`src/rtl/sar_search_ctrl_if.sv`:
```
// sar_search_ctrl_if: comparator-side bundle for the SAR search controller
//   master (controller): drives guess/busy/done/result/steps/err, samples start and cmp_eq/gt/lt
//   slave (comparator/host): drives start and flags, observes the controller outputs
interface sar_search_ctrl_if #(
    parameter int WIDTH  = 4,
    parameter int STEP_W = 3
);
    logic              start;
    logic              cmp_eq;
    logic              cmp_gt;
    logic              cmp_lt;
    logic [WIDTH-1:0]  guess;
    logic              busy;
    logic              done;
    logic [WIDTH-1:0]  result;
    logic [STEP_W-1:0] steps;
    logic              err;
    modport master (
        input  start, cmp_eq, cmp_gt, cmp_lt,
        output guess, busy, done, result, steps, err
    );
    modport slave (
        output start, cmp_eq, cmp_gt, cmp_lt,
        input  guess, busy, done, result, steps, err
    );
endinterface

```
`src/rtl/sar_search_ctrl.sv`:
```
// sar_search_ctrl: binary-search controller that recovers a hidden value from comparator flags
//   clk, reset (sync, active-high); bus (master): start, cmp_eq/gt/lt in; guess, busy, done, result, steps, err out
//   Optional macro SAR_FLAG_CHECK_EN: a flag vector that is not one-hot forces the error exit
module sar_search_ctrl #(
    parameter int WIDTH  = 4,
    parameter int STEP_W = 3
) (
    input  logic              clk,
    input  logic              reset,
    sar_search_ctrl_if.master bus
);
    typedef enum logic [1:0] {IDLE, SEARCH, DONE} state_t;
    localparam logic [WIDTH-1:0] MAX = '1;
    state_t            r_state;
    logic [WIDTH-1:0]  r_lo, r_hi, r_result;
    logic [STEP_W-1:0] r_cnt, r_steps;
    logic              r_busy, r_done, r_err;
    logic [WIDTH-1:0]  w_guess;
    logic              w_bad, w_gt, w_lt, w_err, w_end;
    // midpoint summed one bit wider so lo+hi never wraps
    assign w_guess = WIDTH'(({1'b0, r_lo} + {1'b0, r_hi}) >> 1);
`ifdef SAR_FLAG_CHECK_EN
    assign w_bad = !({bus.cmp_eq, bus.cmp_gt, bus.cmp_lt} inside {3'b100, 3'b010, 3'b001});
`else
    assign w_bad = 1'b0;
`endif
    // eq > gt > lt; an all-zero vector falls into the lt branch
    assign w_gt  = !bus.cmp_eq && bus.cmp_gt;
    assign w_lt  = !bus.cmp_eq && !bus.cmp_gt;
    assign w_err = w_bad || (w_gt && w_guess == r_lo) || (w_lt && w_guess == r_hi);
    assign w_end = bus.cmp_eq || w_err;
    always_ff @(posedge clk) begin
        if (reset) begin
            r_state  <= IDLE;
            r_lo     <= '0;
            r_hi     <= MAX;
            r_cnt    <= '0;
            r_result <= '0;
            r_steps  <= '0;
            r_busy   <= 1'b0;
            r_done   <= 1'b0;
            r_err    <= 1'b0;
        end else begin
            case (r_state)
                IDLE: begin
                    r_done <= 1'b0;
                    if (bus.start) begin
                        r_lo    <= '0;
                        r_hi    <= MAX;
                        r_cnt   <= '0;
                        r_err   <= 1'b0;
                        r_busy  <= 1'b1;
                        r_state <= SEARCH;
                    end
                end
                SEARCH: begin
                    r_cnt <= r_cnt + 1'b1;
                    if (w_end) begin
                        r_result <= w_guess;
                        r_steps  <= r_cnt + 1'b1;
                        r_err    <= w_err;
                        r_done   <= 1'b1;
                        r_busy   <= 1'b0;
                        r_state  <= DONE;
                    end else if (w_gt) begin
                        r_hi <= w_guess - 1'b1;
                    end else begin
                        r_lo <= w_guess + 1'b1;
                    end
                end
                DONE: begin
                    r_done  <= 1'b0;
                    r_state <= IDLE;
                end
                default: r_state <= IDLE;
            endcase
        end
    end
    assign bus.guess  = w_guess;
    assign bus.busy   = r_busy;
    assign bus.done   = r_done;
    assign bus.result = r_result;
    assign bus.steps  = r_steps;
    assign bus.err    = r_err;
endmodule

```
`src/flat_wrapper.sv`:
```
// flat-port wrapper written by rule: the top's interface ports become plain ports
module sar_search_ctrl_flat 
#(
    parameter int WIDTH  = 4,
    parameter int STEP_W = 3
)
  (clk, reset, bus_start, bus_cmp_eq, bus_cmp_gt, bus_cmp_lt, bus_guess, bus_busy, bus_done, bus_result, bus_steps, bus_err);
  sar_search_ctrl_if #(.WIDTH(WIDTH), .STEP_W(STEP_W)) bus_i ();
  input  logic clk;
  input  logic reset;
  input wire logic [$bits(bus_i.start)-1:0] bus_start;
  input wire logic [$bits(bus_i.cmp_eq)-1:0] bus_cmp_eq;
  input wire logic [$bits(bus_i.cmp_gt)-1:0] bus_cmp_gt;
  input wire logic [$bits(bus_i.cmp_lt)-1:0] bus_cmp_lt;
  output wire logic [$bits(bus_i.guess)-1:0] bus_guess;
  output wire logic [$bits(bus_i.busy)-1:0] bus_busy;
  output wire logic [$bits(bus_i.done)-1:0] bus_done;
  output wire logic [$bits(bus_i.result)-1:0] bus_result;
  output wire logic [$bits(bus_i.steps)-1:0] bus_steps;
  output wire logic [$bits(bus_i.err)-1:0] bus_err;
  assign bus_i.start = bus_start;
  assign bus_i.cmp_eq = bus_cmp_eq;
  assign bus_i.cmp_gt = bus_cmp_gt;
  assign bus_i.cmp_lt = bus_cmp_lt;
  assign bus_guess = bus_i.guess;
  assign bus_busy = bus_i.busy;
  assign bus_done = bus_i.done;
  assign bus_result = bus_i.result;
  assign bus_steps = bus_i.steps;
  assign bus_err = bus_i.err;
  sar_search_ctrl #(.WIDTH(WIDTH), .STEP_W(STEP_W)) u_core (.clk(clk), .reset(reset), .bus(bus_i));
endmodule
```
`config.mk`:
```
export PLATFORM = sky130hd
export DESIGN_NAME = sar_search_ctrl_flat
export DESIGN_NICKNAME = d
export VERILOG_FILES = /design/src/rtl/sar_search_ctrl_if.sv /design/src/rtl/sar_search_ctrl.sv /design/src/flat_wrapper.sv
export SDC_FILE = /design/constraint.sdc
export NUM_CORES = 1
export LEC_CHECK = 0
export BUFFER_PORTS_ARGS = -buffer_cell sky130_fd_sc_hd__buf_2
export CELL_PAD_IN_SITES_DETAIL_PLACEMENT = 1
export CELL_PAD_IN_SITES_GLOBAL_PLACEMENT = 1
export CORE_AREA = 4 4 66 68
export DETAILED_ROUTE_END_ITERATION = 10
export DIE_AREA = 0 0 70 72
export PLACE_DENSITY = 0.72
export SETUP_SLACK_MARGIN = 0.5
export SLEW_MARGIN = 30
export SYNTH_ARGS = -nofsm -noshare
export SYNTH_HDL_FRONTEND = slang
export SYNTH_SLANG_ARGS = --single-unit
```
`constraint.sdc`:
```
create_clock -name clk -period 2.5 [get_ports clk]
set_input_delay 0.75 -clock clk [delete_from_list [all_inputs] [get_ports clk]]
set_output_delay 0.75 -clock clk [all_outputs]
set_load 0.005 [all_outputs]
```
==> results.py, run 1 <==
metrics = {
    "outcome": {
        "status": "finished, final reports clean",
    },
    "floorplan": {
        "die_h_um": 72,
        "core-area_um2": 3860,
        "row_count": 23,
        "start_util_pct": 36.1,
        "die_x_um": 70,
        "dieArea_um2": 5040,
        "num_io_pins": 20,
    },
    "synth": {
        "synth_ff_type": "dfxtp_1",
        "synth_cell_types": 40,
        "yosys.area.top_type_share_pct": 33.0,
        "synth-seq-area-share_pct": 33.0,
        "ys_top_cells_by_area": "dfxtp_1, nand2_1, ha_1, nor2_1, mux2i_1",
        "ys_ff_latch": 23,
        "syn-num-nets": 179,
        "syn-cell-area_um2": 1390,
        "synthCells": 166,
        "ys_async_sr_fraction_pct": 0,
        "yosysTopAreaCell": "dfxtp_1",
        "avgSynthCellArea_um2": 8.40,
        "synth-edff-count": 0,
        "yosysWarnings": 0,
    },
    "final_layout": {
        "diodes": 0,
        "final_cell_mix": "buf_4, nand2_1, nor2_1",
        "fin_area_um2": 2200,
        "instances_no_fill": 275,
        "drive_gt1_share_pct": 49.8,
        "layout.nets": 239,
        "final_common_cell": "buf_4",
        "area_delta_synth_final_pct": 57.5,
    },
    "timing": {
        "rsz0062_at_grt": "true",
        "worst_slack_ns": 0.0307,
        "fin_tns_setup_ns": 0,
        "maxSlewViolCount": 0,
        "max_freq_mhz": 405,
        "worstMarginPinSlew_ns": 0.531,
        "setup-violations-final": 0,
        "fin_skew_ns": 0.00413,
        "hold_viol_final": 0,
        "post-route-min-period_ns": 2.47,
        "slew-limit-headroom_pct": 64.3,
        "fin_crit_sh_pct": 98.8,
    },
    "global_routing": {
        "use_met1_pct": 21.4,
        "grtUsageMet3_pct": 1.66,
        "overflow": 0,
        "grt_pass1_vias": 1450,
        "use_met2_pct": 35.8,
        "antenna_found_initial": 0,
        "grt_use_total_pct": 18.2,
        "busiest_layer": "met2",
        "grt_max_degree": 15,
        "grt_first_pass_wirelength_um": 7290,
    },
    "power_and_ir_drop": {
        "ir_drop_mv": 0.258,
        "p_int_mw": 0.574,
        "p_leak_nw": 0.954,
        "p_switching_mw": 0.243,
        "swShare_pct": 29.8,
        "p_seq_share_pct": 48.3,
        "powerDensity_nw_per_um2": 372,
        "combPwrFrac_pct": 21.2,
        "p_clk_share_pct": 30.6,
    },
    "route": {
        "drc": 0,
        "routedWlPerCell_um": 19.4,
        "drtPass1Iterations": 4,
        "viasPerCell": 5.37,
        "wirelength_um": 5330,
        "antenna_left": 0,
        "vias": 1478,
        "initialDrtViolationCount": 29,
    },
    "min_path": {
        "hp-class": "flop to flop",
        "min-delay-start": "u_core.bus.result[3]",
    },
    "critical_path": {
        "crit_chain": "inv_2 > fa_2 > nand2b_4 > a21oi_4 > buf_4 > buf_4 > xnor2_1 > and3_4 > or4_4 > mux2i_1",
        "critPathMaxFanout": 4,
        "cp_common_cell": "buf_4",
        "crit_start": "u_core.r_lo[1]",
        "critPathArrivalTime_ns": 2.66,
        "endpoint_kind": "flop",
        "slowest_stage": "or4_4",
        "worstSetupStartpointType": "flop",
        "r2r_start": "u_core.r_lo[1]",
        "critical-path-max-stage-delay_ns": 0.48,
        "path_class": "flop to flop",
        "required_ns": 2.69,
    },
    "place": {
        "post-dp-hpwl_um": 3150,
        "post-place-ws_ns": 0.0801,
        "globalplace.congestion": 0.866,
        "port_buffers": 18,
        "dp.cells": 242,
        "dpl_cell_area_um2": 1670,
    },
    "cts": {
        "clock_path_buffers": 2,
        "hold_buffers": 0,
        "clkSinkCount": 23,
        "cts_tree": "yes",
        "path_clk_slew_ns": 0.09,
        "cts-buffers-inserted": 3,
        "clock_latency_ns": 0.27,
        "cts_htree_levels": 1,
        "cts_root_buf": "clkbuf_8",
    },
    "job": {
        "maxCapViolations": 0,
    },
}
-- critical path: cells and delay by family (launching register included) --
family          cells  cell delay (ns)
buf+inv             3             0.29
fa+ha+maj           1             0.44
simple gates        3             0.85
xor+xnor            1             0.09
compound gates      1             0.16
mux                 1             0.19
flops               1             0.36
-- cells in the mapped netlist (all sizes together) (4+ instances only) --
master,number
inv,10
nand2,21
a21oi,11
nor2,20
ha,6
o21ai,4
dfxtp,23
and3,6
nor2b,4
mux2i,7
clkbuf,5
xor2,6
xnor2,7
a211oi,6
-- final cells by class --
type | instances | area [um^2]
clock buffers | 3 | 41.3
clock inverters | 1 | 7.51
fillers | 452 | 1660
inverters | 11 | 46.3
multi-input cells | 125 | 1100
flip-flops and latches | 23 | 472
well taps | 50 | 62.6
repair buffers | 62 | 469
-- final timing paths --
path	end	slack, ns	cells past startpoint
worst max-delay path	u_core.r_lo[0]	0.03	10
worst min-delay path	u_core.bus.result[3]	0.47	2
worst max register to register	u_core.r_lo[0]	0.03	10
worst min register to register	u_core.bus.result[3]	0.47	2
-- stage by stage --
step	util [%]	power, mW	hold slack (ns)
after floorplan	-	0.473	0.444
after global placement	43.4	0.517	0.437
after detailed placement	43.4	0.523	0.449
after CTS	49.5	0.783	0.468
after global routing	56.9	0.859	0.495
final	56.9	0.817	0.470
-- logic make-up (layout without fill, tap and decap cells) --
family / after synthesis / count (layout) / share of synthesized area (%)
adders and majority gates: 7 / 7 / 6.82
xor gates and xnor gates: 14 / 14 / 10.3
and+or+nand+nor: 63 / 63 / 21.8
buffers and inverters: 18 / 77 / 5.48
muxes: 8 / 8 / 5.83
DFF: 23 / 23 / 33.0
AOI/OAI and AO/OA: 33 / 33 / 16.7
-- routing by layer --
metal / share of wire [%] / up-vias
li1: - / 692
met1: 42 / 744
met5: 0 / -
met4: 2.3 / 0
met3: 2.5 / 12
met2: 53 / 30
-- registers in the layout, summed over array words and instances (netlist names) --
signal / cells
u_core.bus.err: 1
u_core.r_cnt: 3
u_core.bus.steps: 3
u_core.r_hi: 4
u_core.bus.result: 4
u_core.bus.busy: 1
u_core.r_state: 2
u_core.bus.done: 1
u_core.r_lo: 4
-- power by group through the flow --
stage	clock [mW]	combinational (mW)	sequential [mW]
floorplan	0	0.0730	0.400
finish	0.250	0.173	0.394
detailed placement	0	0.121	0.403
CTS	0.247	0.142	0.394
global route	0.277	0.186	0.396
global placement	0	0.116	0.401
-- what timing repair did --
item / in CTS / in global routing
resized for setup: 28 / 29
endpoints found under the setup margin: 24 / 24
hold endpoints to repair: 0 / 0
pin swaps: 2 / 11
setup buffers: 10 / 19
Power figures use the tool's default switching activity.
==> inputs of run 2 (changes only) <==
--- a/config.mk
+++ b/config.mk
@@ -5,13 +5,13 @@
 export SDC_FILE = /design/constraint.sdc
 export NUM_CORES = 1
 export LEC_CHECK = 0
-export BUFFER_PORTS_ARGS = -buffer_cell sky130_fd_sc_hd__buf_2
 export CELL_PAD_IN_SITES_DETAIL_PLACEMENT = 1
 export CELL_PAD_IN_SITES_GLOBAL_PLACEMENT = 1
-export CORE_AREA = 4 4 66 68
+export CORE_AREA = 4 4 63 65
 export DETAILED_ROUTE_END_ITERATION = 10
-export DIE_AREA = 0 0 70 72
-export PLACE_DENSITY = 0.72
+export DIE_AREA = 0 0 67 69
+export DONT_BUFFER_PORTS = 1
+export PLACE_DENSITY = 0.71
 export SETUP_SLACK_MARGIN = 0.5
 export SLEW_MARGIN = 30
 export SYNTH_ARGS = -nofsm -noshare
==> constraint.sdc (replaced) <==
create_clock -name clk -period 2.5 [get_ports clk]
set_input_delay 0.625 -clock clk [delete_from_list [all_inputs] [get_ports clk]]
set_output_delay 0.625 -clock clk [all_outputs]
set_load 0.005 [all_outputs]
==> run 2 against run 1 <==
Against the previous run:
- final area shrank 11%
- wire length shrank 20%
- hold slack lost 0.13 ns
- core utilization grew 1.4 points
- die area shrank 8.3%
- critical endpoint is now u_core.r_hi[1]
==> results.py, run 2 (synthesis results as in run 1) <==
metrics = {
    "min_path": {
        "hp-class": "input port to flop",
    },
    "final_layout": {
        "final_common_cell": "nand2_1",
        "diodes": 0,
        "instances_no_fill": 235,
        "area_delta_synth_final_pct": 39.8,
        "final_cell_mix": "nand2_1, nor2_1, buf_4",
        "drive_gt1_share_pct": 41.8,
        "layout.nets": 203,
    },
    "place": {
        "dp.cells": 217,
        "port_buffers": 0,
        "globalplace.congestion": 0.833,
        "post-dp-hpwl_um": 2910,
    },
    "route": {
        "routedWlPerCell_um": 18.1,
        "viasPerCell": 5.63,
        "drtPass1Iterations": 4,
        "drc": 0,
        "initialDrtViolationCount": 33,
        "vias": 1324,
        "antenna_left": 0,
        "wirelength_um": 4250,
    },
    "critical_path": {
        "critPathMaxFanout": 3,
        "worstSetupStartpointType": "flop",
        "path_class": "flop to flop",
        "critPathArrivalTime_ns": 2.66,
        "rrSetupSlack_ns": 0.05,
        "endpoint_kind": "flop",
        "required_ns": 2.71,
    },
    "floorplan": {
        "row_count": 21,
        "die_x_um": 67,
        "num_io_pins": 20,
        "start_util_pct": 41.8,
        "die_h_um": 69,
        "dieArea_um2": 4620,
        "core-area_um2": 3340,
    },
    "timing": {
        "slew-limit-headroom_pct": 62.7,
        "fin_tns_setup_ns": 0,
        "maxSlewViolCount": 0,
        "hold_ws_ns": 0.337,
        "max_freq_mhz": 408,
        "fin_crit_sh_pct": 98.1,
        "hold_viol_final": 0,
        "fin_skew_ns": 0.0145,
        "worstMarginPinSlew_ns": 0.555,
        "post-route-min-period_ns": 2.45,
        "setup-violations-final": 0,
        "rsz0062_at_grt": "true",
    },
    "global_routing": {
        "grt_max_degree": 15,
        "grt_first_pass_wirelength_um": 6950,
        "grt_pass1_vias": 1413,
        "grt_use_total_pct": 19.4,
        "antenna_found_initial": 0,
        "overflow": 0,
    },
    "cts": {
        "clock_latency_ns": 0.32,
        "cts-buffers-inserted": 3,
        "cts_htree_levels": 1,
        "cts_root_buf": "clkbuf_4",
        "clock_path_buffers": 2,
        "hold_buffers": 0,
        "clkSinkCount": 23,
        "path_clk_slew_ns": 0.15,
        "cts_tree": "yes",
    },
    "power_and_ir_drop": {
        "ir_drop_mv": 0.196,
        "powerDensity_nw_per_um2": 367,
        "p_leak_nw": 0.769,
    },
    "outcome": {
        "status": "finished, final reports clean",
    },
    "job": {
        "maxCapViolations": 0,
    },
}
## run 2: cell count changes in the layout (fill, tap and decap cells not counted), sizes merged
| cell | previous run | this run |
|---|---|---|
| buf | 62 | 26 |
## run 2: stage by stage
step / setup slack [ns] / cell area (um^2) / utilization [%] / power (mW)
2_1_floorplan: 0.0682 / 1450 / - / 0.473
3_3_place_gp: -0.0118 / 1560 / 46.6 / 0.497
3_5_place_dp: -0.0677 / 1560 / 46.6 / 0.501
4_1_cts: 0.0718 / 1810 / 54.3 / 0.708
5_1_grt: -0.0193 / 1950 / 58.4 / 0.763
6_report: 0.0479 / 1950 / 58.4 / 0.716
## run 2: cell type report
type / count / area (um^2)
flip-flops and latches: 23 / 469
clock buffers: 3 / 22.5
well taps: 46 / 57.6
inverters: 11 / 46.3
repair buffers: 26 / 229
clock inverters: 1 / 7.51
multi-input cells: 125 / 1120
fillers: 388 / 1390
## run 2: power by group
part           internal (mW)  leakage, nW  switching [mW]
clock                 0.0611       0.0139           0.125
sequential             0.383        0.187          0.0156
combinational         0.0581        0.568          0.0735
## run 2: path summary, 6_finish.rpt
kind / start / endpoint / depth (start not counted)
setup reg to reg: u_core.r_lo[1] / u_core.r_hi[1] / 9
setup / recovery: u_core.r_lo[1] / u_core.r_hi[1] / 9
hold / removal: reset / u_core.bus.steps[2] / 1
hold reg to reg: u_core.bus.result[3] / u_core.bus.result[3] / 2
## run 2: per-layer routing
metal	part of all wire, %	vias to the layer above	track usage [%]
met3	4.1	6	3.57
met4	1.2	0	4.73
li1	-	622	-
met2	52	22	32.9
met1	42	674	24.7
met5	0	-	0
## run 2: worst max-delay path: stages (launching register included)
cell	delay, ns
dfxtp_2	0.38
inv_2	0.05
fa_2	0.44
xor2_4	0.19
xnor2_1	0.14
and4b_4	0.19
buf_4	0.14
a31oi_2	0.23
and3_4	0.24
mux2_1	0.33
## run 2: timing repair
action	in CTS	in global routing
endpoints found under the setup margin	24	24
gates resized for setup	39	20
setup buffers	10	4
pin swaps	11	3
